$ cat src/rtl/prog_fetch_pkg.sv
// Shared definitions for the program fetch ROM: opcode encodings, the
// sequencer state type and the HALT word generator.
package prog_fetch_pkg;

  localparam logic [2:0] OP_INPUT  = 3'b011;
  localparam logic [2:0] OP_OUTPUT = 3'b100;
  localparam logic [2:0] OP_DEC    = 3'b101;
  localparam logic [2:0] OP_JNZ    = 3'b110;
  localparam logic [2:0] OP_HALT   = 3'b111;

  typedef enum logic [1:0] {
    IDLE,
    RUN,
    HALT
  } fetch_state_e;

  // All-ones word of the requested width, right-aligned in 64 bits.
  function automatic logic [63:0] halt_word(input int width);
    if (width >= 64) begin
      return '1;
    end
    return (64'd1 << width) - 64'd1;
  endfunction

endpackage

$ cat src/rtl/prog_mem.sv
// Program store: DEPTH x DATA_W register array, one synchronous write port
// that resets every word to HALT, one asynchronous read port.
module prog_mem
  import prog_fetch_pkg::*;
#(
  parameter int DATA_W = 8,
  parameter int ADDR_W = 4,
  parameter int DEPTH  = 16
) (
  input  logic              clk,
  input  logic              rst,
  input  logic              we,
  input  logic [ADDR_W-1:0] waddr,
  input  logic [DATA_W-1:0] wdata,
  input  logic [ADDR_W-1:0] raddr,
  output logic [DATA_W-1:0] rdata
);

  localparam logic [63:0]       HW64      = halt_word(DATA_W);
  localparam logic [DATA_W-1:0] HALT_WORD = HW64[DATA_W-1:0];

  logic [DATA_W-1:0] mem [DEPTH];

  always_ff @(posedge clk) begin
    if (rst) begin
      for (int i = 0; i < DEPTH; i++) begin
        mem[i] <= HALT_WORD;
      end
    end else if (we && (int'(waddr) < DEPTH)) begin
      mem[waddr] <= wdata;
    end
  end

  // Addresses past the populated range read back as HALT.
  assign rdata = (int'(raddr) < DEPTH) ? mem[raddr] : HALT_WORD;

endmodule

$ cat src/rtl/prog_fetch_rom.sv
// Loadable instruction store with fetch sequencer: runs a PC from a start
// address and streams words over valid/ready until the HALT word is consumed.
module prog_fetch_rom
  import prog_fetch_pkg::*;
#(
  parameter int DATA_W = 8,
  parameter int ADDR_W = 4,
  parameter int DEPTH  = 16
) (
  input  logic              clk,
  input  logic              rst,
  input  logic              ld_we,
  input  logic [ADDR_W-1:0] ld_addr,
  input  logic [DATA_W-1:0] ld_data,
  input  logic              start,
  input  logic [ADDR_W-1:0] start_addr,
  input  logic              abort,
  input  logic              jmp_en,
  input  logic [ADDR_W-1:0] jmp_addr,
  output logic [DATA_W-1:0] instr,
  output logic              instr_valid,
  input  logic              instr_ready,
  output logic [ADDR_W-1:0] pc,
  output logic              halted,
  output logic              err
);

  localparam logic [63:0]       HW64      = halt_word(DATA_W);
  localparam logic [DATA_W-1:0] HALT_WORD = HW64[DATA_W-1:0];

  function automatic logic in_range(input logic [ADDR_W-1:0] a);
    return int'(a) < DEPTH;
  endfunction

  fetch_state_e      state_q, state_d;
  logic [ADDR_W-1:0] pc_p0, pc_d;
  logic [DATA_W-1:0] instr_p0, instr_d;
  logic              vld_p0, vld_d;
  logic              halted_q, halted_d;
  logic              err_q, err_d;

  logic              ld_ok, ld_bad;
  logic              start_go, handshake;
  logic [ADDR_W-1:0] seq_pc, next_pc, rd_addr;
  logic [DATA_W-1:0] rd_data, rd_fwd;

  assign ld_ok     = ld_we && (state_q != RUN) && in_range(ld_addr);
  assign ld_bad    = ld_we && !ld_ok;
  assign start_go  = start && !abort && (state_q != RUN);
  assign handshake = vld_p0 && instr_ready;

  assign seq_pc  = (pc_p0 == ADDR_W'(DEPTH - 1)) ? '0 : pc_p0 + ADDR_W'(1);
  assign next_pc = jmp_en ? jmp_addr : seq_pc;
  assign rd_addr = start_go ? start_addr : next_pc;

  prog_mem #(
    .DATA_W(DATA_W),
    .ADDR_W(ADDR_W),
    .DEPTH (DEPTH)
  ) u_mem (
    .clk  (clk),
    .rst  (rst),
    .we   (ld_ok),
    .waddr(ld_addr),
    .wdata(ld_data),
    .raddr(rd_addr),
    .rdata(rd_data)
  );

  // A word written in the same cycle it is fetched is forwarded.
  assign rd_fwd = (ld_ok && (ld_addr == rd_addr)) ? ld_data : rd_data;

  always_comb begin
    state_d  = state_q;
    pc_d     = pc_p0;
    instr_d  = instr_p0;
    vld_d    = vld_p0;
    halted_d = halted_q;
    err_d    = err_q;

    if (abort) begin
      state_d  = IDLE;
      vld_d    = 1'b0;
      halted_d = 1'b0;
    end else if (start_go) begin
      err_d    = 1'b0;
      halted_d = 1'b0;
      if (in_range(start_addr)) begin
        state_d = RUN;
        pc_d    = start_addr;
        instr_d = rd_fwd;
        vld_d   = 1'b1;
      end else begin
        state_d  = HALT;
        halted_d = 1'b1;
        err_d    = 1'b1;
        vld_d    = 1'b0;
      end
    end else if ((state_q == RUN) && handshake) begin
      if (instr_p0 == HALT_WORD) begin
        state_d  = HALT;
        vld_d    = 1'b0;
        halted_d = 1'b1;
      end else if (!in_range(next_pc)) begin
        state_d  = HALT;
        vld_d    = 1'b0;
        halted_d = 1'b1;
        err_d    = 1'b1;
      end else begin
        pc_d    = next_pc;
        instr_d = rd_fwd;
      end
    end

    // A rejected load is flagged even in a cycle that also restarts.
    if (ld_bad) begin
      err_d = 1'b1;
    end
  end

  // Stage p0: output register holding the presented instruction
  always_ff @(posedge clk) begin
    if (rst) begin
      state_q  <= IDLE;
      pc_p0    <= '0;
      instr_p0 <= '0;
      vld_p0   <= 1'b0;
      halted_q <= 1'b0;
      err_q    <= 1'b0;
    end else begin
      state_q  <= state_d;
      pc_p0    <= pc_d;
      instr_p0 <= instr_d;
      vld_p0   <= vld_d;
      halted_q <= halted_d;
      err_q    <= err_d;
    end
  end

  assign instr       = instr_p0;
  assign instr_valid = vld_p0;
  assign pc          = pc_p0;
  assign halted      = halted_q;
  assign err         = err_q;

endmodule

$ cat config.mk
export PLATFORM = sky130hd
export DESIGN_NAME = prog_fetch_rom
export DESIGN_NICKNAME = d
export VERILOG_FILES = /design/src/rtl/prog_fetch_pkg.sv /design/src/rtl/prog_mem.sv /design/src/rtl/prog_fetch_rom.sv
export SDC_FILE = /design/constraint.sdc
export NUM_CORES = 1
export LEC_CHECK = 0
export ABC_AREA = 1
export CAP_MARGIN = 30
export CORE_MARGIN = 5
export CORE_UTILIZATION = 49
export DETAILED_ROUTE_END_ITERATION = 8
export PLACE_DENSITY = 0.73
export SYNTH_ARGS = -nofsm -noshare
export SYNTH_HDL_FRONTEND = slang
export SYNTH_HIERARCHICAL = 1
export SYNTH_SLANG_ARGS = --single-unit
export TNS_END_PERCENT = 10
$ cat constraint.sdc
create_clock -name clk -period 1.9 [get_ports clk]
set_input_delay 0.38 -clock clk [delete_from_list [all_inputs] [get_ports clk]]
set_output_delay 0.38 -clock clk [all_outputs]
set_load 0.02 [all_outputs]
# [Word level (Yosys, flattened, before mapping)]
# Memories as Yosys holds them, arrays and structs flattened.
# Cells that the tools add are included.
[word_totals] regBits=16 mem_bits_rw=128 in_bits=27 out_inout_bits=15 elab_cells=62 n_memories=1
[op_classes] n_addsub=1 n_eq_ne=7 n_mux=27 bitwise_logic=1 n_reduce_logical=19
[mem_list] name="u_mem.mem" words=16 width=8 read_ports=1 rd_ports_with_merged_regs=0 write_ports=16 line_no="prog_mem.sv:22" rtl="logic [DATA_W-1:0] mem [DEPTH];"
[op_table] operator="8-bit 2-to-1 mux" count=5
[op_table] operator="4-bit 2-to-1 mux" count=7
[op_table] operator="1-bit 2-to-1 mux" count=15
[op_table] operator="8-bit == test, second input constant" count=1
[op_table] operator="8-bit OR reduction" count=1
[op_table] operator="1-bit logical AND" count=7
[op_table] operator="2-bit AND reduction" count=3
[op_table] operator="2-bit nonzero test" count=3
[op_table] operator="4-bit by 1-bit adder with 4-bit output, second input constant" count=1
[op_table] operator="4-bit == test" count=1
[op_table] operator="4-bit == test, second input constant" count=1
[op_table] operator="2-bit by 1-bit inequality test with 1-bit output, second input constant" count=2
[op_table] operator="3-bit AND reduction" count=1
[op_table] operator="3-bit OR reduction" count=1
[op_table] operator="2-bit by 1-bit == test with 1-bit output, second input constant" count=1
[op_table] operator="1-bit zero test" count=2
[op_table] operator="2-bit inequality test, second input constant" count=1
[op_table] operator="2-bit OR reduction" count=1
[op_table] operator="1-bit inverter" count=1

# [Logic depth before layout (Yosys ltp)]
# Gate-level depths: netlist (run 1).
[depth] depth_word=10 ltp_mapped=19 ltp_nobuf=18

# [Modules after synthesis]
# Netlist (run 1), hierarchy kept.
[modules_own_cells] module="prog_mem" n_inst=1 cells_each=711 area_each_um2=6416.2 seq_area_each_um2=3843.7
[modules_own_cells] module="prog_fetch_rom" n_inst=1 cells_each=166 area_each_um2=1078.5 seq_area_each_um2=300.3

# [Worst setup path before layout (run 1)]
# OpenSTA, ideal clock, no wires.
[synth_timing] path_type="reg-to-reg" startpoint="reg, netlist name halted" endpoint="mem u_mem.mem[10][0] (enable)" setup_time_ps=384 arrival_time_ps=1779 required_ps=1516 slack_ps=-263 path_stages_with_launch=9 path_buffers=0 synth_period_minus_slack_ps=2163 path_cell_list="dfxtp_1 -> inv_2 -> nand2_2 -> inv_1 -> nor2_1 -> nand2_1 -> inv_4 -> nand3_4 -> o21ai_0"
[synth_lines] element="to (decl)" line_no="prog_mem.sv:22"

# [Worst setup path after layout (run 1)]
[layout_timing] startpoint="reg pc_p0[0] (netlist: pc[0])" endpoint="reg instr_p0[0] (netlist: instr[0])"
[layout_between] word_cells_on_any_way=12 classes_between="add/sub (1); eq/ne (2); mux (7); reduce/logical (1); memory (1)"
[layout_lines] element="from (decl)" line_no="prog_fetch_rom.sv:36" rtl="logic [ADDR_W-1:0] pc_p0, pc_d;"
[layout_lines] element="from (signal assigned)" line_no="prog_fetch_rom.sv:132" rtl="pc_p0 <= pc_d;"
[layout_lines] element="4-bit by 1-bit adder with 4-bit output / 4-bit == test (equally long branches)" line_no="prog_fetch_rom.sv:52" rtl="assign seq_pc = (pc_p0 == ADDR_W'(DEPTH - 1)) ? '0 : pc_p0 + ADDR_W'(1);"
[layout_lines] element="4-bit 2-to-1 mux (*)" line_no="prog_fetch_rom.sv:52"
[layout_lines] element="4-bit 2-to-1 mux (*)" line_no="prog_fetch_rom.sv:53" rtl="assign next_pc = jmp_en ? jmp_addr : seq_pc;"
[layout_lines] element="4-bit 2-to-1 mux (*)" line_no="prog_fetch_rom.sv:54" rtl="assign rd_addr = start_go ? start_addr : next_pc;"
[layout_lines] element="named net rd_addr[0]" line_no="prog_fetch_rom.sv:44" rtl="logic [ADDR_W-1:0] seq_pc, next_pc, rd_addr;"
[layout_lines] element="memory 16 x 8 bit (*)"
[layout_lines] element="named net rd_data[0]" line_no="prog_fetch_rom.sv:45" rtl="logic [DATA_W-1:0] rd_data, rd_fwd;"
[layout_lines] element="8-bit 2-to-1 mux (*)" line_no="prog_fetch_rom.sv:71" rtl="assign rd_fwd = (ld_ok && (ld_addr == rd_addr)) ? ld_data : rd_data;"
[layout_lines] element="8-bit 2-to-1 mux" line_no="prog_fetch_rom.sv:100" rtl="if (instr_p0 == HALT_WORD) begin"
[layout_lines] element="8-bit 2-to-1 mux" line_no="prog_fetch_rom.sv:99" rtl="end else if ((state_q == RUN) && handshake) begin"
[layout_lines] element="8-bit 2-to-1 mux (*)" line_no="prog_fetch_rom.sv:85" rtl="end else if (start_go) begin"
[layout_lines] element="to (signal assigned)" line_no="prog_fetch_rom.sv:133" rtl="instr_p0 <= instr_d;"
[layout_lines] element="to (decl)" line_no="prog_fetch_rom.sv:37" rtl="logic [DATA_W-1:0] instr_p0, instr_d;"
# Mark *: on every way through the listed nets, which the timed path passes. The rest lies on a longest branch. The select of a mux whose other input is x is not followed.
# A chain may end at the register's enable or synchronous reset.

==> results.yml, run 1 <==
status:
  outcome: "complete, but fails checks"
  violations: "negative setup slack"
synthesis:
  netlist_area_um2: 7490
  yosysTopAreaCell: "edfxtp_1"
  netlist.area_leader.share_pct: 51.3
  ys_seq_elements: 143
  synthTopCellsByArea: "edfxtp_1 51%, nand2_1 17%, nand3_1 7.4%"
  synth_cells: 877
  syn_nets: 905
  synthDistinctLibCells: 28
  ys_seq_area_share_pct: 55.3
  syn_area_per_cell_um2: 8.55
  ys_warn_count: 6
floorplanning:
  num_io_pins: 42
  core-area_um2: 15100
  start_util_pct: 49.7
  die_w_um: 134
  chipHeight_um: 134
  row_count: 45
  dieArea_um2: 17900
sta:
  clock_skew_ns: 0.0157
  worst_pin_slew_ns: 0.456
  fin_crit_sh_pct: 107
  finalMaxSlewViolations: 0
  holdWs_ns: 0.433
  max_freq_ghz: 0.490
  setup_ws_ns: -0.140
  finalSetupTns_ns: -0.866
  finalCriticalPeriod_ns: 2.04
  hold_viol: 0
  relSlewSlack_pct: 69.6
  rsz0062_at_grt: "true"
  setup_violations: 8
finish:
  num-fill-cells: 1105
  synthToLayoutAreaGrowth_pct: 33.9
  fin_nets: 1033
  diodes: 0
  drive_gt1_share_pct: 27.5
  final_area_um2: 10000
place:
  numPortBuffers: 41
  dp_slack_ns: -0.758
  place_area_um2: 8690
  gp_congestion: 0.881
  hpwl_um: 13600
routing:
  drtPass1Iterations: 5
  drtAntennaViolNets: 0
  wirelength_um: 22200
  wl_per_cell_um: 18.4
  drc: 0
  via_per_inst: 5.50
  vias: 6629
  dr.first_iter.drc_count: 821
worst_hold_path:
  hold_class: "primary input to flop"
pwr:
  vdd.ir_drop.worst_uv: 699
  p_total_uw: 8720
  p_per_area_nw_per_um2: 869
  p_leak_uw: 0.00446
grt:
  grt.total_usage_pct: 24.1
  grt_max_degree: 30
  grt_pass1_wl_um: 32900
  antenna_found_initial: 0
  grt_overflow: 0
  grt_pass1_vias: 6238
setup_path:
  worstSetupPathType: "flop to flop"
  cp.buffers_inverters: 4
  path_delay_family: "simple AND/OR/NAND/NOR gates"
  crit_path_max_incr_delay_ns: 0.37
  worst-endpoint-required_ns: 2.28
  critical_path.startpoint_type: "flop"
  worstPathMaxFanout: 6
  cp-end-kind: "flop"
  cpMaxStageDelayCell: "dfxtp_4"
  regToRegSetupSlack_ns: -0.14
  crit_arrival_ns: 2.42
  crit_chain: "ha_4 -> nand3_2 -> nand2_2 -> nand3_2 -> nand2_2 -> clkinv_4 -> buf_8 -> buf_4 -> nand2_1 -> nand3_1 -> nand3_2 -> nand3_2 -> nand2_1 -> nand2_1 -> nand3_1 -> nand2_1 -> inv_1"
clocking:
  cts_tree: "built"
  cts_root_buf: "clkbuf_16"
  clk_latency_ns: 0.44
  clk_pin_slew_worst_paths_ns: 0.07
  cts.sinks: 143
  h-tree-depth: 4
  holdBufCountCts: 0
  cts.path.max_buffers: 2
  numCtsBuffers: 17
job:
  cap_viol_max_count: 0
## flip-flops by register name (all words and copies together) (netlist names)
register,flops
err,1
u_mem/mem,128
instr,8
state_q,1
pc,4
halted,1
## layout make-up
class / instances / area (um2) / area share, %
clock buffers: 17 / 425 / 4.24
flip-flops and latches: 143 / 4150 / 41.4
inverters: 151 / 594 / 5.92
multi-input cells: 547 / 3010 / 30.0
clock inverters: 15 / 145 / 1.45
repair buffers: 145 / 1470 / 14.6
well taps: 188 / 235 / 2.34
## final timing paths
kind | from | endpoint | cells after the start
worst max-delay path | pc[0]$_SDFFE_PP0P_ | instr[0]$_SDFFE_PP0P_ | 17
worst min-delay path | abort | state_q[0]$_SDFFE_PP0P_ | 3
worst max register to register | pc[0]$_SDFFE_PP0P_ | instr[0]$_SDFFE_PP0P_ | 17
worst min register to register | err$_SDFFE_PP0P_ | err$_SDFFE_PP0P_ | 2
## cells by family after synthesis
family	synth area share, %
fa+ha+maj	0.167
simple gates	31.8
buf+inv	10.3
compound gates	2.47
flops	55.3
## synthesized netlist by cell type
cell,n
o21ai_0,26
nand3_4,3
nand3b_1,3
nand2_2,10
nand2_1,338
inv_2,6
a2111oi_0,1
nor2_4,16
nand4_1,11
o21ai_4,1
nor2_1,8
nand3_1,111
clkbuf_1,11
inv_1,143
edfxtp_1,128
nand2_4,5
ha_1,1
or2_1,1
dfxtp_1,15
buf_4,3
buf_2,17
nand3_2,1
inv_4,2
nor2_8,3
nor3_1,2
buf_6,4
buf_1,1
a21oi_1,6
## worst reg2reg max path: stages (launching register included)
cell and delay (ns):
dfxtp_4 0.37, ha_4 0.14, nand3_2 0.07, nand2_2 0.08, nand3_2 0.07, nand2_2 0.10, clkinv_4 0.11, buf_8 0.17
buf_4 0.16, nand2_1 0.10, nand3_1 0.11, nand3_2 0.11, nand3_2 0.09, nand2_1 0.07, nand2_1 0.05, nand3_1 0.07
nand2_1 0.05, inv_1 0.05
## repair_timing
action | CTS | global route
endpoints found under the setup margin | 44 | 174
pin swaps | 22 | 33
setup buffers | 10 | 4
gates cloned | 2 | 4
gates resized for setup | 71 | 71
## placed cells by master, fill, tap and decap left out, types with 3 or more instances in the layout
master and instances:
buf_12 11, a21oi_1 6, nand2_2 27, nand3_1 47, o21ai_1 8, nand3b_1 3
nand2_1 318, nand3_4 4, nand3_2 64, buf_8 3, nor2_8 3, buf_4 77
o21ai_2 3, nor2_1 6, nand2_4 8, dfxtp_1 12, nand4_1 11, inv_1 137
nor2_4 18, clkinvlp_4 5, clkinv_1 3, clkdlybuf4s50_1 32, dlygate4sd2_1 7, inv_2 9
buf_6 9, clkbuf_16 20, clkinv_4 4, edfxtp_1 128, o21ai_0 15
## report_power, final
| part | switching, uW | internal (uW) |
|---|---|---|
| sequential | 69.8 | 3600 |
| combinational | 1070 | 717 |
| clock | 1340 | 1920 |
## metrics by stage
step | instances | util (%)
final | 1206 | 66.5
after global routing | 1206 | 66.5
after CTS | 1198 | 63.9
after detailed placement | 1156 | 57.6
after global placement | 1156 | 57.6
after floorplan | 877 | -
## layer usage
layer  up-vias  part of all wire, %  GRT usage (%)
li1       3038                    -              -
met1      3061                   36           29.8
met2       411                   49           39.4
met3       119                  9.3           5.36
met4         0                  5.8           13.3
met5         -                    0              0
Note: power is estimated with default switching activity, not from simulation.
==> inputs of run 2 (changes only) <==
CAP_MARGIN = default   (was 30)
CORE_UTILIZATION = 40   (was 49)
PLACE_DENSITY = 0.62   (was 0.73)
==> results.yml, run 2 (same netlist as run 1, synthesis figures left out) <==
status:
  outcome: "complete, but fails checks"
  violations: "negative setup slack"
floorplanning:
  start_util_pct: 40.3
  dieArea_um2: 21600
  die_w_um: 147
  row_count: 50
  chipHeight_um: 147
  core-area_um2: 18600
  num_io_pins: 42
grt:
  grt_max_degree: 33
  grt_pass1_vias: 6319
  antenna_found_initial: 0
  grt_overflow: 0
  grt.total_usage_pct: 20.6
  grt_pass1_wl_um: 34100
pwr:
  swShare_pct: 27.5
  p_sw_uw: 2440
  seqPwrFrac_pct: 41.4
  p_per_area_nw_per_um2: 864
  p_clk_share_pct: 38.0
  p_int_uw: 6420
  vdd.ir_drop.worst_uv: 642
  p_leak_uw: 0.00454
  combinationalPowerShare_pct: 20.6
place:
  numPortBuffers: 41
  place_area_um2: 8880
  gp_congestion: 0.855
  hpwl_um: 14400
sta:
  max_freq_ghz: 0.507
  finalMaxSlewViolations: 0
  rsz0062_at_grt: "true"
  hold_viol: 0
  holdWs_ns: 0.450
  fin_crit_sh_pct: 104
  clock_skew_ns: 0.0121
  relSlewSlack_pct: 75.5
  setup_violations: 8
  finalCriticalPeriod_ns: 1.97
  setup_ws_ns: -0.0733
  worst_pin_slew_ns: 0.366
finish:
  synthToLayoutAreaGrowth_pct: 36.7
  final_cell_mix: "324 x nand2_1, 138 x inv_1, 128 x edfxtp_1, 80 x buf_4, 57 x nand3_1"
  largest_register_ffs: 128
  drive_gt1_share_pct: 25.9
  final_area_um2: 10200
  seqCellArea_um2: 4150
  diodes: 0
  multi_input_area_um2: 2940
  num-fill-cells: 1608
  mostFrequentLayoutCell: "nand2_1"
  fin_nets: 1043
  largest_register: "u_mem/mem"
setup_path:
  cp.buffers_inverters: 4
  critical_path.startpoint_type: "flop"
  cp-end-kind: "flop"
  crit_chain: "ha_4 -> nand3_2 -> nand2_2 -> nand3_4 -> nand2_4 -> clkinv_8 -> buf_12 -> buf_16 -> nand2_1 -> nand3_2 -> nand3_2 -> nand3_2 -> nand2_1 -> nand2_1 -> nand3_1 -> nand2_1 -> inv_1"
  crit_path_max_incr_delay_ns: 0.36
  cpMaxStageDelayCell: "dfxtp_2"
  worst-endpoint-required_ns: 2.28
  crit_arrival_ns: 2.35
  worstSetupPathType: "flop to flop"
  path_delay_family: "simple AND/OR/NAND/NOR gates"
  worstPathMaxFanout: 7
routing:
  drc: 0
  via_per_inst: 5.08
  drtAntennaViolNets: 0
  wirelength_um: 22300
  dr.first_iter.drc_count: 572
  drtPass1Iterations: 5
  wl_per_cell_um: 17.7
  vias: 6408
job:
  cap_viol_max_count: 0
worst_hold_path:
  hold_class: "primary input to flop"
clocking:
  cts.path.max_buffers: 2
  holdBufCountCts: 0
  h-tree-depth: 4
  cts_tree: "built"
  cts_root_buf: "clkbuf_16"
  clk_pin_slew_worst_paths_ns: 0.06
  numCtsBuffers: 17
  cts.sinks: 143
  clk_latency_ns: 0.43
-- run 2: cell types whose count changed in the layout (fill, tap and decap cells not counted), sizes merged --
cell | before | now
buf | 102 | 109
clkbuf | 20 | 24
clkinvlp | 5 | 1
clkdlybuf4s50 | 32 | 35
bufinv | 2 | 3
dlygate4sd2 | 7 | 6
dlymetal6s2s | 1 | 0
inv | 149 | 150
-- run 2: final timing paths --
path / from / endpoint / slack [ns] / depth (start not counted)
min reg2reg: err$_SDFFE_PP0P_ / err$_SDFFE_PP0P_ / 0.46 / 2
max reg2reg: pc[1]$_SDFFE_PP0P_ / instr[5]$_SDFFE_PP0P_ / -0.07 / 17
min: abort / state_q[0]$_SDFFE_PP0P_ / 0.45 / 3
max: pc[1]$_SDFFE_PP0P_ / instr[5]$_SDFFE_PP0P_ / -0.07 / 17
-- run 2: stage by stage --
step                worst slack [ns]  std cells  util [%]  power [uW]  TNS, ns
finish                       -0.0733       1262      55.1        8850   -0.314
global route                  -0.169       1262      55.1        9180    -4.39
CTS                          -0.0244       1256      53.3        8710  -0.0884
detailed placement            -0.596       1209      47.8        5150   -79.48
global placement              -0.562       1209      47.8        5140   -75.35
floorplan                     -0.208        877         -        4520   -10.09
-- run 2: layout make-up --
cell class | instances | share of cell area, %
multi-input combinational | 547 | 28.6
timing repair buffer | 155 | 16.4
inverter | 151 | 5.96
sequential | 143 | 40.5
clock inverter | 13 | 1.42
clock buffer | 19 | 4.23
tap | 234 | 2.86
-- run 2: worst reg2reg max path, stage by stage, from the launching register on --
cell	delay, ns
dfxtp_2	0.36
ha_4	0.14
nand3_2	0.06
nand2_2	0.08
nand3_4	0.09
nand2_4	0.10
clkinv_8	0.12
buf_12	0.16
buf_16	0.14
nand2_1	0.08
nand3_2	0.09
nand3_2	0.09
nand3_2	0.09
nand2_1	0.09
nand2_1	0.06
nand3_1	0.08
nand2_1	0.06
inv_1	0.04
-- run 2: power groups by stage --
stage          Clock, uW  Sequential (uW)  Combinational, uW
2_1_floorplan          0             3740                787
3_3_place_gp           0             3720               1420
3_5_place_dp           0             3720               1430
4_1_cts             3380             3660               1660
5_1_grt             3540             3680               1960
6_report            3370             3660               1820
-- run 2: per-layer routing --
layer | track usage [%] | share of wire (%)
met1 | 26.1 | 41
met2 | 33.5 | 48
met3 | 4.81 | 6.9
met4 | 9.60 | 3.5
met5 | 0 | 0
-- run 2: timing repair --
item | CTS | global route
cloned | 4 | 5
setup endpoints to repair | 65 | 68
pin swaps | 21 | 27
buffers inserted | 11 | 2
resized for setup | 65 | 53
==> patch, RTL diff (config.mk and constraints of run 2) <==
`DEPTH` is set to 16 in 2 places; all go to 32.
--- a/src/rtl/prog_mem.sv
+++ b/src/rtl/prog_mem.sv
@@ -6,5 +6,5 @@
   parameter int DATA_W = 8,
   parameter int ADDR_W = 4,
-  parameter int DEPTH  = 16
+  parameter int DEPTH  = 32
 ) (
   input  logic              clk,
--- a/src/rtl/prog_fetch_rom.sv
+++ b/src/rtl/prog_fetch_rom.sv
@@ -6,5 +6,5 @@
   parameter int DATA_W = 8,
   parameter int ADDR_W = 4,
-  parameter int DEPTH  = 16
+  parameter int DEPTH  = 32
 ) (
   input  logic              clk,
Formal check against the unedited RTL: same outputs for any inputs over 4 cycles, from zero or initial values and one cycle with rst high; that may be too few to reach the edited logic, so the function may still have changed.
==> patch against run 2 <==
  * The flow still finishes with violations (negative setup slack)
  * Maximum frequency is 1.6% lower
  * Largest power group unchanged
  * Power decreased by 4.7%
  * Worst setup slack got worse by 32 ps
  * Synthesized area fell by 0.27%
  * Cell count decreased by 0.24%
  * Sequential cell count is the same
  * Synthesized cell count is 0.34% higher
  * Final area down 2.4%
  * Wire length fell by 3.8%
  * Combinational power is 4% lower
  * Clock skew decreased by 4.7 ps
  * Highest routed layer unchanged
==> patch: results <==
<?xml version="1.0" encoding="UTF-8"?>
<metrics>
  <group name="grt">
    <metric name="grt_start_max_net_pins" unit="">31</metric>
    <metric name="grt_util_met2" unit="">0.325</metric>
    <metric name="global_route.usage.met1" unit="">0.263</metric>
    <metric name="gr-usage-met3" unit="">0.0364</metric>
  </group>
  <group name="logic_synthesis">
    <metric name="netlist_instances" unit="">880</metric>
    <metric name="ys_types" unit="">27</metric>
    <metric name="syn_area_per_cell" unit="um^2">8.49</metric>
    <metric name="synth-compound-area-share" unit="">0.0241</metric>
  </group>
  <group name="layout">
    <metric name="sh_seq_area" unit="">0.415</metric>
    <metric name="drive_above_1_share" unit="">0.240</metric>
    <metric name="non_clock_inverter_count" unit="">154</metric>
    <metric name="final.signal_buffer_count" unit="">150</metric>
    <metric name="clock_cell_area_share" unit="">0.0529</metric>
  </group>
  <group name="setup_path">
    <metric name="reg2regPathDepth" unit="">18</metric>
    <metric name="worst_r2r_endpoint" unit="">instr[6]</metric>
  </group>
  <group name="timing">
    <metric name="setup_violations" unit="">8</metric>
    <metric name="transition_time_at_the_pin_with_the_least_slew_margin" unit="ps">385</metric>
    <metric name="timing.final.ws_setup" unit="ps">-106</metric>
  </group>
  <group name="detailed_routing">
    <metric name="num_vias" unit="">6352</metric>
    <metric name="routed-wl-met3" unit="um">1600</metric>
    <metric name="detailroute.wirelength.met2" unit="um">10400</metric>
  </group>
  <group name="placed_design">
    <metric name="dpl.hpwl" unit="um">13800</metric>
  </group>
  <group name="status">
    <metric name="violations_in_the_final_reports" unit="">negative setup slack</metric>
    <metric name="status" unit="">complete, but fails checks</metric>
  </group>
  <group name="power_and_ir_drop">
    <metric name="power.clock.fraction" unit="">0.359</metric>
  </group>
</metrics>
-- patch: cell types whose count changed in the layout (fill, tap and decap cells not counted), sizes merged, moves of 2 or more --
cell,before,now
buf,109,102
dlymetal6s2s,0,7
dlygate4sd2,6,2
clkdlybuf4s50,35,32
bufinv,3,1
clkinv,10,12
clkinvlp,1,3
-- patch: repair_timing --
item,4_1_cts,5_1_grt
cloned,5,6
buffers inserted,3,3
endpoints found under the setup margin,39,233
pin swaps,3,11
gates resized for setup,37,63
-- patch: how the worst min path moves through the flow --
stage,startpoint,slack (ps),endpoint,cells after the start
2_1_floorplan,rst,450,err,1
3_3_place_gp,err,460,err,2
3_5_place_dp,err,460,err,2
4_1_cts,abort,440,state_q[0],3
5_1_grt,abort,470,state_q[0],3
6_report,abort,450,state_q[0],3
-- patch: logic make-up after synthesis --
family,count (synthesis)
adder cells (fa/ha/maj),1
flip-flops,143
AND/OR/NAND/NOR,513
buffers and inverters,190
AO/OA/AOI/OAI,33
